### src/rtl/pio_osr_pkg.sv
// Shared PIO constants and helpers used by both the ISR and OSR datapaths.
package pio_osr_pkg;

  localparam int PIO_WORD_W = 32;
  localparam int PIO_CNT_W  = 7;

  typedef enum logic {
    SHIFT_LEFT  = 1'b0,
    SHIFT_RIGHT = 1'b1
  } shift_dir_e;

  // 5-bit architectural count fields encode 32 as 0.
  function automatic logic [PIO_CNT_W-1:0] decode_count5(input logic [4:0] v);
    return (v == 5'd0) ? 7'd32 : {2'b00, v};
  endfunction

endpackage

### src/rtl/pio_shift_extract.sv
// Combinational shift/extract datapath: splits src into the n bits shifted out
// (right-aligned) and the remaining word, for either shift direction.
module pio_shift_extract
  import pio_osr_pkg::*;
(
  input  logic [PIO_WORD_W-1:0] src,
  input  logic [PIO_CNT_W-1:0]  n,
  input  shift_dir_e            dir,
  output logic [PIO_WORD_W-1:0] out_data,
  output logic [PIO_WORD_W-1:0] shifted
);

  logic [PIO_CNT_W-1:0] n_inv;

  assign n_inv = 7'd32 - n;

  always_comb begin
    if (n >= 7'd32) begin
      out_data = src;
      shifted  = '0;
    end else if (dir == SHIFT_RIGHT) begin
      out_data = src & ~({PIO_WORD_W{1'b1}} << n);
      shifted  = src >> n;
    end else begin
      out_data = src >> n_inv;
      shifted  = src << n;
    end
  end

endmodule

### src/rtl/pio_osr.sv
// PIO output shift register: PULL/MOV loading, OUT shifting and shift counting.
// Define PIO_OSR_AUTOPULL_EN to implement autopull on OUT; otherwise auto_pull is ignored.
module pio_osr
  import pio_osr_pkg::*;
(
  input  logic        clk,
  input  logic        reset,
  input  logic        penable,
  input  logic        stalled,
  input  logic [31:0] din,
  input  logic        set,
  input  logic        pull,
  input  logic        pull_block,
  input  logic        pull_ifempty,
  input  logic        do_shift,
  input  logic [4:0]  shift,
  input  logic        dir,
  input  logic        auto_pull,
  input  logic [4:0]  pull_thresh,
  input  logic [31:0] fifo_data,
  input  logic        fifo_valid,
  output logic        fifo_pop,
  output logic        stall_req,
  output logic [31:0] out_data,
  output logic [31:0] dout,
  output logic [5:0]  shift_count
);

  logic [PIO_WORD_W-1:0] osr_reg, osr_next;
  logic [PIO_CNT_W-1:0]  count_reg, count_next;
  logic [PIO_CNT_W-1:0]  n, th, base, sum;
  logic [PIO_WORD_W-1:0] src, ext_out, ext_shifted;
  logic                  empty, tick, ap_empty;

  assign n     = decode_count5(shift);
  assign th    = decode_count5(pull_thresh);
  assign empty = count_reg >= th;
  // Reset also masks the strobes so a held instruction cannot pop or stall during reset.
  assign tick  = penable && !stalled && !reset;

`ifdef PIO_OSR_AUTOPULL_EN
  assign ap_empty = auto_pull && empty;
`else
  logic autopull_unused;
  assign autopull_unused = auto_pull;
  assign ap_empty        = 1'b0;
`endif

  // An autopull OUT shifts the FIFO head directly, as if it had just been loaded.
  assign src  = ap_empty ? fifo_data : osr_reg;
  assign base = ap_empty ? '0 : count_reg;
  assign sum  = base + n;

  pio_shift_extract u_extract (
    .src      (src),
    .n        (n),
    .dir      (shift_dir_e'(dir)),
    .out_data (ext_out),
    .shifted  (ext_shifted)
  );

  assign out_data = (do_shift && !(ap_empty && !fifo_valid)) ? ext_out : '0;

  always_comb begin
    osr_next   = osr_reg;
    count_next = count_reg;
    fifo_pop   = 1'b0;
    stall_req  = 1'b0;
    if (tick) begin
      if (set) begin
        osr_next   = din;
        count_next = '0;
      end else if (pull) begin
        if (pull_ifempty && !empty) begin
          osr_next = osr_reg;
        end else if (fifo_valid) begin
          osr_next   = fifo_data;
          count_next = '0;
          fifo_pop   = 1'b1;
        end else if (pull_block) begin
          stall_req = 1'b1;
        end else begin
          osr_next   = din;
          count_next = '0;
        end
      end else if (do_shift) begin
        if (ap_empty && !fifo_valid) begin
          stall_req = 1'b1;
        end else begin
          fifo_pop   = ap_empty;
          osr_next   = ext_shifted;
          count_next = (sum > 7'd32) ? 7'd32 : sum;
        end
      end
    end
  end

  always_ff @(posedge clk) begin
    if (reset) begin
      osr_reg   <= '0;
      count_reg <= 7'd32;
    end else begin
      osr_reg   <= osr_next;
      count_reg <= count_next;
    end
  end

  assign dout        = osr_reg;
  assign shift_count = count_reg[5:0];

endmodule

### config.mk
export PLATFORM = sky130hd
export DESIGN_NAME = pio_osr
export DESIGN_NICKNAME = d
export VERILOG_FILES = /design/src/rtl/pio_osr_pkg.sv /design/src/rtl/pio_shift_extract.sv /design/src/rtl/pio_osr.sv
export SDC_FILE = /design/constraint.sdc
export NUM_CORES = 1
export LEC_CHECK = 0
export ABC_AREA = 1
export BUFFER_PORTS_ARGS = -buffer_cell sky130_fd_sc_hd__buf_2
export CAP_MARGIN = 0
export CORE_UTILIZATION = 45
export CTS_CLUSTER_SIZE = 8
export DETAILED_ROUTE_END_ITERATION = 8
export GPL_TIMING_DRIVEN = 0
export HOLD_SLACK_MARGIN = 0.12
export PLACE_DENSITY_LB_ADDON = 0.3
export SYNTH_ARGS = -nofsm -noshare
export SYNTH_HDL_FRONTEND = slang
export SYNTH_SLANG_ARGS = --single-unit
export TNS_END_PERCENT = 100
### constraint.sdc
create_clock -name clk -period 5.1 [get_ports clk]
set_input_delay 0.255 -clock clk [delete_from_list [all_inputs] [get_ports clk]]
set_output_delay 0.255 -clock clk [all_outputs]
set_load 0.02 [all_outputs]
==> flow_summary.json <==
{
  "gp_congestion": 1.11,
  "async_flop_share_pct": 0,
  "fill_cells": 1951,
  "synth_area_leader_cell": "nand3_1",
  "grtUsageTotal_pct": 49.3,
  "wl_per_cell_um": 23.5,
  "power_frac_comb_pct": 59.8,
  "synthAdderAreaFrac_pct": 1.40,
  "nNetsFinal": 1832,
  "die_y_um": 136,
  "seqPwrFrac_pct": 21.3,
  "rows": 48,
  "worst_pin_slew_ns": 0.836,
  "fin_skew_ns": 0.00398,
  "synth_seq_area_share_pct": 9.70,
  "clock-sinks": 39,
  "area_growth_syn_to_layout_pct": 14.8,
  "crit_path_frequent_cell": "buf_2",
  "slowest_delay_ns": 0.42,
  "wl_met2_mm": 18.5,
  "synth_fp_nets": 1672,
  "cp_max_fo": 10,
  "antenna_cells": 0,
  "worst_ep_arrival_time_ns": 2.61,
  "clock_path_buffers": 2,
  "dpl-instance-area_um2": 9090,
  "multi_input_area_um2": 6090,
  "drt_first_iter_violations": 2073,
  "leakagePower_nw": 4.90,
  "switching_power_uw": 836,
  "final_layout_size_suffix_gt1_share_pct": 15.1,
  "regArea_um2": 781,
  "vias_per_cell": 6.38,
  "status": "finished, violations left",
  "synthMuxAreaShare_pct": 0,
  "synth-edff-count": 0,
  "vdd_drop_max_mv": 0.212,
  "power.density_nw_per_um2": 175,
  "clkPwrFrac_pct": 19.0,
  "clk_pin_slew_ns": 0.05,
  "hpwlAfterDp_mm": 37.2,
  "power_mw": 1.62,
  "p_int_uw": 784,
  "yosys.area_share.simple_pct": 56.6,
  "start_util_pct": 46.4,
  "antenna_left": 0,
  "synth-warning-count": 0,
  "synth_compound_area_share_pct": 17.2,
  "synth_top_family_by_area": "simple AND/OR/NAND/NOR gates",
  "die_x_um": 136,
  "hold_viol_final": 0,
  "grt_pass1_wl_mm": 66.7,
  "fin_crit_ns": 2.87,
  "synth_seq_cells": 39,
  "cts_root_buf": "clkbuf_16",
  "wl_met1_mm": 17.6,
  "drt-total-wl_mm": 46.0,
  "ys.flop_type": "dfxtp_1",
  "grt_pass1_vias": 10800,
  "start_kind": "input port",
  "synthDistinctLibCells": 43,
  "slew_violations": 0,
  "fmax_mhz": 349,
  "path_class": "input port to output port",
  "syn_area_um2": 8050,
  "antenna_found_initial": 0,
  "cts-buffers-inserted": 5,
  "gr-total-overflow": 0,
  "max_cap_viol_count": 0,
  "postLayoutCellArea_um2": 9240,
  "avgSynthCellArea_um2": 5.10,
  "cts_tree": "built",
  "cp.required_ns": 4.85,
  "hold_path_class": "input port to flop",
  "fin_crit_sh_pct": 56.3,
  "grt_max_degree": 12,
  "drc": 6,
  "fin_setup_tns_ns": 0,
  "synth_xor_area_share_pct": 0.420,
  "io_pins": 158,
  "critical_path.cell_chain": "buf_2, buf_2, inv_2, nor2_1, buf_2, inv_1, nor2_1, nand2_1, nand3_1, nand2_1, nor2_1, buf_2",
  "synth_top_area_share_pct": 25.4,
  "rsz0062_at_grt": "false",
  "vias": 12500,
  "insertion_delay_ns": 0.28,
  "synth_most_common_cell": "nand2_1",
  "cts_resized": 0,
  "firstDrtPassIters": 9,
  "critPathCaptureType": "output port",
  "relSlewSlack_pct": 44.3,
  "routed.top_layer": "met4",
  "dieArea_um2": 18400,
  "violations": "DRC",
  "core-area_um2": 17400,
  "cts_htree_levels": 2,
  "numPortBuffers": 153,
  "synth_top_cells_by_area": "nand3_1, nand2_1, dfxtp_1, inv_1, a21oi_1",
  "cts_hold_buf": 0,
  "p_sw_share_pct": 51.6,
  "post-cts-setup-buffers": 0,
  "slowest_stage": "nor2_1",
  "met3_length_mm": 7.02,
  "setup_viol": 0,
  "synthTopCellsByCount": "nand2_1, nand3_1, inv_1",
  "synthCells": 1577
}
[placed cells by master (no fill, tap or decap), types with 2 or more instances in the layout]
cell	n
nand2_1	499
nand3_1	409
buf_2	185
inv_1	139
a21oi_1	75
nor2_1	60
o21ai_0	59
clkbuf_1	43
dfxtp_1	39
o21ai_1	30
o211ai_1	21
a32o_1	18
buf_4	17
a32oi_1	14
inv_2	12
buf_1	12
nand2_2	9
nor3_1	9
nand4_1	9
ha_1	9
buf_6	8
and2_1	8
nor2_2	5
o21ai_2	5
clkbuf_16	5
or2_1	4
nand3b_1	4
nor2_4	3
clkinv_1	3
nand2_4	3
or2_2	3
inv_4	2
o311ai_0	2
xor2_1	2
[worst paths after layout]
check,slack [ns],endpoint,startpoint,depth (start not counted)
worst min-delay path,0.23,base[5],reset,3
worst min register to register,0.53,base[6],base[6],2
worst max register to register,2.64,dout[31],base[2],11
worst max-delay path,2.23,out_data[15],shift[4],12
[power groups by stage]
stage          logic, mW  clock network (mW)  registers, mW
2_1_floorplan      0.583                   0          0.352
3_3_place_gp       0.911                   0          0.348
3_5_place_dp       0.912                   0          0.347
4_1_cts            0.916               0.304          0.341
5_1_grt             1.02               0.313          0.343
6_report           0.969               0.307          0.344
[sequential cells by signal, summed over array words and instances (netlist names)]
name,count
base,7
dout,32
[cells by family after synthesis]
logic type,count (synthesis)
AO/OA/AOI/OAI,230
buffers and inverters,268
AND/OR/NAND/NOR,1028
flip-flops,39
adder cells (fa/ha/maj),9
XOR/XNOR,3
[cell type report]
cell class | instances | share of cell area (%)
plain buffers | 112 | 6.32
flip-flops and latches | 39 | 8.45
repair buffers | 153 | 8.29
multi-input cells | 1270 | 65.9
clock buffers | 6 | 1.50
well taps | 225 | 3.05
clock inverters | 1 | 0.0542
inverters | 156 | 6.39
[stage by stage]
step / setup WS (ns) / hold WS, ns / util, % / std cells
after global placement: 2.43 / 0.501 / 52.4 / 1955
after CTS: 2.41 / 0.223 / 53.2 / 1962
after detailed placement: 2.42 / 0.508 / 52.4 / 1955
after global routing: 2.24 / 0.239 / 53.2 / 1962
final: 2.23 / 0.232 / 53.2 / 1962
after floorplan: 3.09 / 0.386 / - / 1577
[routing by layer]
layer | up-vias | track usage [%]
met5 | - | 0
met4 | 0 | 26.3
met3 | 214 | 11.7
met2 | 1106 | 71.0
met1 | 5616 | 66.9
li1 | 5584 | -
[critical path, delay by kind of cell]
kind | cells | cell delay (ns)
buffers and inverters | 6 | 1.27
and+or+nand+nor | 6 | 1.08
Note: power is estimated with default switching activity, not from simulation.
